### config.mk
export PLATFORM = sky130hd
export DESIGN_NAME = seg_scan
export DESIGN_NICKNAME = d
export VERILOG_FILES = /design/src/rtl/seg_scan_pkg.sv /design/src/rtl/scan_prescaler.sv /design/src/rtl/seg_scan.sv
export SDC_FILE = /design/constraint.sdc
export NUM_CORES = 1
export LEC_CHECK = 0
export CAP_MARGIN = 30
export CELL_PAD_IN_SITES_DETAIL_PLACEMENT = 1
export CELL_PAD_IN_SITES_GLOBAL_PLACEMENT = 1
export CORE_MARGIN = 8
export CORE_UTILIZATION = 44
export CTS_BUF_LIST = sky130_fd_sc_hd__clkbuf_16
export CTS_CLUSTER_DIAMETER = 100
export DETAILED_ROUTE_END_ITERATION = 16
export HOLD_SLACK_MARGIN = 0.08
export PLACE_DENSITY = 0.77
export SKIP_LAST_GASP = 1
export SLEW_MARGIN = 5
export SYNTH_ARGS = -nofsm -noshare
export SYNTH_HDL_FRONTEND = slang
export SYNTH_SLANG_ARGS = --single-unit
### constraint.sdc
create_clock -name clk -period 3 [get_ports clk]
set_clock_uncertainty 0.1 [all_clocks]
set_input_delay 0.6 -clock clk [delete_from_list [all_inputs] [get_ports clk]]
set_output_delay 0.6 -clock clk [all_outputs]
set_load 0.005 [all_outputs]
### src/rtl/seg_scan_pkg.sv
`default_nettype none
// ============================================================================
// Module  : seg_scan_pkg
// Brief   : Shared digit-slot codes, blank pattern and helpers for seg_scan.
// Revision: 1.0 - initial release
// ============================================================================
package seg_scan_pkg;

    localparam int         DIGIT_NUM     = 6;
    localparam logic [2:0] SLOT_FARE_A   = 3'd0;
    localparam logic [2:0] SLOT_FARE_B   = 3'd1;
    localparam logic [2:0] SLOT_FARE_C   = 3'd2;
    localparam logic [2:0] SLOT_FARE_D   = 3'd3;
    localparam logic [2:0] SLOT_DIST_A   = 3'd4;
    localparam logic [2:0] SLOT_DIST_B   = 3'd5;
    localparam logic [7:0] SEG_BLANK     = 8'hFF;

    typedef enum logic {
        PHASE_OFF = 1'b0,
        PHASE_ON  = 1'b1
    } blink_phase_e;

    function automatic logic [DIGIT_NUM-1:0] slot_onehot(input logic [2:0] slot);
        return DIGIT_NUM'(1) << slot;
    endfunction

endpackage
`default_nettype wire

### src/rtl/scan_prescaler.sv
`default_nettype none
// ============================================================================
// Module  : scan_prescaler
// Brief   : Free-running 0..SCAN_DIV-1 counter with a terminal-count tick.
// Revision: 1.0 - initial release
// ============================================================================
module scan_prescaler
    import seg_scan_pkg::*;
#(
    parameter logic [15:0] SCAN_DIV = 16'd50_000
) (
    input  logic        clk,
    input  logic        rst_n,
    output logic [15:0] cnt,
    output logic        tick
);

    logic [15:0] r_cnt;

    assign tick = (r_cnt == (SCAN_DIV - 16'd1));
    assign cnt  = r_cnt;

    always_ff @(posedge clk or negedge rst_n) begin
        if (!rst_n) begin
            r_cnt <= 16'd0;
        end else if (tick) begin
            r_cnt <= 16'd0;
        end else begin
            r_cnt <= r_cnt + 16'd1;
        end
    end

endmodule
`default_nettype wire

### src/rtl/seg_scan.sv
`default_nettype none
// ============================================================================
// Module  : seg_scan
// Brief   : Six-digit 7-segment scanner with per-frame snapshot, anti-ghost
//           blanking and fare-digit blinking on overflow.
// Revision: 1.0 - initial release
// ============================================================================
module seg_scan
    import seg_scan_pkg::*;
#(
    parameter logic [15:0] SCAN_DIV       = 16'd50_000,
    parameter logic [15:0] BLANK_CYCLES   = 16'd500,
    parameter logic [7:0]  BLINK_FRAMES   = 8'd100,
    parameter logic [7:0]  SEG_OFF        = SEG_BLANK,
    parameter logic        DIG_ACTIVE_LOW = 1'b1
) (
    input  logic                 clk,
    input  logic                 rst_n,
    input  logic                 en,
    input  logic                 max,
    input  logic [7:0]           fare_a,
    input  logic [7:0]           fare_b,
    input  logic [7:0]           fare_c,
    input  logic [7:0]           fare_d,
    input  logic [7:0]           distance_a,
    input  logic [7:0]           distance_b,
    output logic [7:0]           seg,
    output logic [DIGIT_NUM-1:0] dig_sel,
    output logic                 frame_start
);

    localparam logic [DIGIT_NUM-1:0] c_DIG_IDLE = DIG_ACTIVE_LOW ? '1 : '0;

    logic [15:0]          w_cnt;
    logic                 w_tick;
    logic                 w_frame_wrap;
    logic                 w_blank;
    logic [DIGIT_NUM-1:0] w_sel;

    logic [2:0]           r_slot;
    logic [7:0]           r_shadow [DIGIT_NUM];
    logic [7:0]           r_fcnt;
    blink_phase_e         r_phase;
    logic                 r_seen_low;
    logic                 r_wrapped;
    logic [7:0]           r_seg;
    logic [DIGIT_NUM-1:0] r_dig;
    logic                 r_fs;

    scan_prescaler #(
        .SCAN_DIV (SCAN_DIV)
    ) u_prescaler (
        .clk   (clk),
        .rst_n (rst_n),
        .cnt   (w_cnt),
        .tick  (w_tick)
    );

    assign w_frame_wrap = w_tick && (r_slot == SLOT_DIST_B);

    always_comb begin
        w_blank = (w_cnt < BLANK_CYCLES) || !en ||
                  ((r_slot <= SLOT_FARE_D) && max && (r_phase == PHASE_OFF));
        w_sel   = en ? slot_onehot(r_slot) : '0;
    end

    always_ff @(posedge clk or negedge rst_n) begin
        if (!rst_n) begin
            r_slot     <= SLOT_FARE_A;
            for (int i = 0; i < DIGIT_NUM; i++) begin
                r_shadow[i] <= SEG_OFF;
            end
            r_fcnt     <= 8'd0;
            r_phase    <= PHASE_ON;
            r_seen_low <= 1'b0;
            r_wrapped  <= 1'b0;
            r_seg      <= SEG_OFF;
            r_dig      <= c_DIG_IDLE;
            r_fs       <= 1'b0;
        end else begin
            if (w_tick) begin
                r_slot <= w_frame_wrap ? SLOT_FARE_A : r_slot + 3'd1;
            end

            if (w_frame_wrap) begin
                r_shadow[SLOT_FARE_A] <= fare_a;
                r_shadow[SLOT_FARE_B] <= fare_b;
                r_shadow[SLOT_FARE_C] <= fare_c;
                r_shadow[SLOT_FARE_D] <= fare_d;
                r_shadow[SLOT_DIST_A] <= distance_a;
                r_shadow[SLOT_DIST_B] <= distance_b;
            end

            // frame_start lands with dig_sel's move to slot 0, one cycle after the slot register wraps
            r_wrapped <= w_frame_wrap;
            r_fs      <= r_wrapped;

            // Only frames spent entirely with max high advance the blink counter
            r_seen_low <= w_frame_wrap ? 1'b0 : (r_seen_low | ~max);

            if (!max) begin
                r_fcnt  <= 8'd0;
                r_phase <= PHASE_ON;
            end else if (w_frame_wrap && !r_seen_low) begin
                if (r_fcnt == (BLINK_FRAMES - 8'd1)) begin
                    r_fcnt  <= 8'd0;
                    r_phase <= (r_phase == PHASE_ON) ? PHASE_OFF : PHASE_ON;
                end else begin
                    r_fcnt  <= r_fcnt + 8'd1;
                end
            end

            r_seg <= w_blank ? SEG_OFF : r_shadow[r_slot];
            r_dig <= DIG_ACTIVE_LOW ? ~w_sel : w_sel;
        end
    end

    assign seg         = r_seg;
    assign dig_sel     = r_dig;
    assign frame_start = r_fs;

endmodule
`default_nettype wire
==> results.md, run 1 <==
* Post-DP HPWL at roughly 7.2 mm
* Critical path peak fanout at 15
* Crit path DAT at 2910 ps
* Setup TNS at 0 ps
* FF/Latch Area at around 2400 um2
* Synth warn at 0
* Die H at approximately 110 um
* Placeable Area at between 9000 and 10000 um2
* Die area at 13100 um2
* Cts hold-fix bufs at 0
* RSZ-0062 raised after global routing: false
* Chip Width at between 100 and 150 um
* Sequential element share of the synthesized area at approximately 57%
* Crit-path max cell delay at between 700 and 800 ps
* Synth-to-Final Area Change at 26.4%
* P per Cell Area at between 400 and 500 nW/um2
* Post-CTS Setup Bufs at 0
* Worst skew pair latency at around 340 ps
* Via count of the first global-routing pass at 3202
* Slew Limit Headroom at 49.5%
* Pleak at 2.16 nW
* 1st-pass router iterations at 4
* Grt ovf at 0
* Top_reg_cell synth: dfstp_2
* Antenna cells at 0
* IO buf count at 66
* Residual DRC count at 0
* Post-Syn Nets at around 380
* FFs w/ async S/R, synth at 100%
* Worst Setup End Kind: flip-flop
* Root buf cell: clkbuf_16
* Area of the multi-input gates at approximately 1700 um2
* Max frequency at roughly 360 MHz
* DR vias/cell at 5.34
* VDD IR max at approximately 0.29 mV
* Final worst-path cycle share at 91.4%
* Synthesis-stage register bit count at between 90 and 100
* Clk buf depth at 2
* CTS tree: built
* Crit path depth at 5
* Startpoint Class: flip-flop
* Worst-margin pin slew at approximately 760 ps
* Vias at about 2.8k
* Starting DRC count in detailed routing at about 100
* Rows at 36
* Io pins at 67
* Final setup fails at 0
* TritonCTS buffer count at 9
* Pre-CTS setup slack at about 260 ps
* Routed Antenna Nets at 0
* Fillers at a little under 1k
* Nets at approximately 450
* Maxcap violations at 0
* DR WL/cell at 18.9 um
* Largest net degree at the start of global routing at between 60 and 70
* Initial antenna violation count at 0
* Setup WS post-layout at 257 ps
* Post-synth EDFFs at 0
* Fin. max-slew vios at 0
* Placer Congestion at 0.872
* Average size of a mapped cell at 13.3 um2
* Clock sinks at between 90 and 100
* WP buf/inv at 1
* Kind of critical path: flip-flop to flip-flop
* Post-Syn Area at approximately 4200 um2
* Worst-path clk slew at 60 ps
* First-pass GRT wire length at around 17 mm
* Cts repair resizes at 0
* GRT Total Usage at between 15 and 20%
* Total routed wirelength at ~10 mm
* HP Class: input port to asynchronous set/reset pin
* Outcome: finished clean
* Endpoints failing hold at 0
* Crit-path cells: or4_4, or4_1, nor2_4, buf_4, mux2_2
* Share of cells above drive strength 1 at 39.4%
* Post-Syn Instances at approximately 320
* R2R depth at 5
* Yosys cell types at 44
* Cell family with most CP delay: simple AND/OR/NAND/NOR gates
* Critical Path Slowest Stage Cell: or4_1
* H-tree levels at 3
* Fin crit period at roughly 2700 ps
* Req. time, crit path at around 3200 ps
* Initial Util at between 40% and 50%
## kinds of logic after synthesis
| logic type | count (synthesis) | synth area share, % |
|---|---|---|
| flip-flops | 93 | 56.6 |
| buffers and inverters | 23 | 2.44 |
| AND/OR/NAND/NOR | 86 | 11.1 |
| XOR/XNOR | 12 | 2.47 |
| AO/OA/AOI/OAI | 29 | 5.04 |
| multiplexers | 69 | 20.3 |
| adder cells (fa/ha/maj) | 7 | 2.06 |
## cell usage after synthesis, types with 2 or more instances
cell,number,share of area (%)
mux2_1,2,0.53
nand4b_1,3,0.62
a21oi_1,4,0.47
mux4_2,8,4.2
or2_2,2,0.29
xor2_1,4,0.82
o21ai_0,7,0.82
nand3_1,11,1.3
or3_1,3,0.44
or4_1,5,0.88
nand4_1,4,0.59
ha_1,7,2.1
nor2_1,13,1.1
mux2i_1,4,0.94
dfrtp_1,30,18
nor3_1,9,1.1
buf_2,5,0.59
dfstp_2,63,39
and4_1,3,0.62
clkbuf_1,6,0.53
xnor2_1,8,1.6
a221o_1,8,1.9
o21a_1,2,0.35
mux2_2,55,15
nor2b_1,3,0.44
and2_1,3,0.44
nor4_1,3,0.44
nand2_1,19,1.7
inv_1,10,0.88
## layout by cell type (no fill, tap or decap), types with 2 or more instances in the layout
master,instances
clkinv_4,2
clkdlybuf4s50_1,65
mux2_1,2
inv_1,12
dfstp_2,63
xor2_1,4
a221o_1,8
and4_1,3
dfrtp_1,30
nand3_1,11
nand4b_1,3
nand4_1,4
nand2_1,19
mux4_2,8
and2_1,3
nor4_1,3
or2_2,2
clkbuf_16,9
o21a_1,2
a21oi_1,4
or3_1,3
clkinv_2,2
xnor2_1,8
or4_1,5
nor2_1,12
mux2_2,55
nor3_1,9
nor2b_1,3
o21ai_0,7
ha_1,7
buf_4,11
mux2i_1,4
## per-stage QoR
step                cell area (um2)  power, mW  hold slack (ps)  util, %  std cells
floorplan                      4250       1.28              204        -        319
global placement               5110       1.38              234     53.3        516
detailed placement             5110       1.38              246     53.3        516
CTS                            5370       2.42              252     56.0        531
global route                   5370       2.47              272     56.0        531
finish                         5370       2.38              225     56.0        531
## sequential cells by signal, summed over array words and instances, names as in the netlist
name	cells
dig_sel	6
frame_start	1
r_fcnt	8
r_phase	1
r_seen_low	1
r_shadow	48
r_slot	3
r_wrapped	1
seg	8
u_prescaler.cnt	16
## layout make-up
class,count,area share (%)
Inverter,10,0.699
Multi-Input combinational cell,203,32.5
Timing Repair Buffer,77,14.0
Clock inverter,6,0.652
Tap cell,133,3.10
Sequential cell,93,44.8
Clock buffer,9,4.19
## final timing paths
path	startpoint	slack, ps	end
setup / recovery	u_prescaler.cnt[10]	260	r_shadow[19]
hold / removal	rst_n	220	u_prescaler.cnt[13]
setup reg to reg	u_prescaler.cnt[10]	260	r_shadow[19]
hold reg to reg	r_wrapped	250	frame_start
max in group asynchronous	rst_n	1760	r_shadow[9]
min in group clk	r_wrapped	250	frame_start
## metal layers
layer | vias to the layer above | track usage (%) | routed length [um]
li1 | 1316 | - | -
met1 | 1452 | 20.2 | 4510
met2 | 54 | 27.2 | 4970
met3 | 15 | 3.22 | 348
met4 | 0 | 7.90 | 214
met5 | - | 0 | 0
## where the power goes
group | switching (mW) | internal (mW) | leakage [nW]
Combinational | 0.0396 | 0.0632 | 0.971
Clock | 0.469 | 0.551 | 0.138
Sequential | 0.000175 | 1.26 | 1.05
Total | 0.509 | 1.87 | 2.16
Note: power is estimated with default switching activity, not from simulation.
==> run 2, diff against run 1 <==
- SLEW_MARGIN: 5 -> not set
==> results of run 2 <==
Same layout as run 1: the final DEF is identical, and so are final timing and power.
==> run 3, diff against run 2 <==
- HOLD_SLACK_MARGIN: 0.08 -> not set
==> results of run 3 <==
Same layout as run 1: the final DEF is identical, and so are final timing and power.
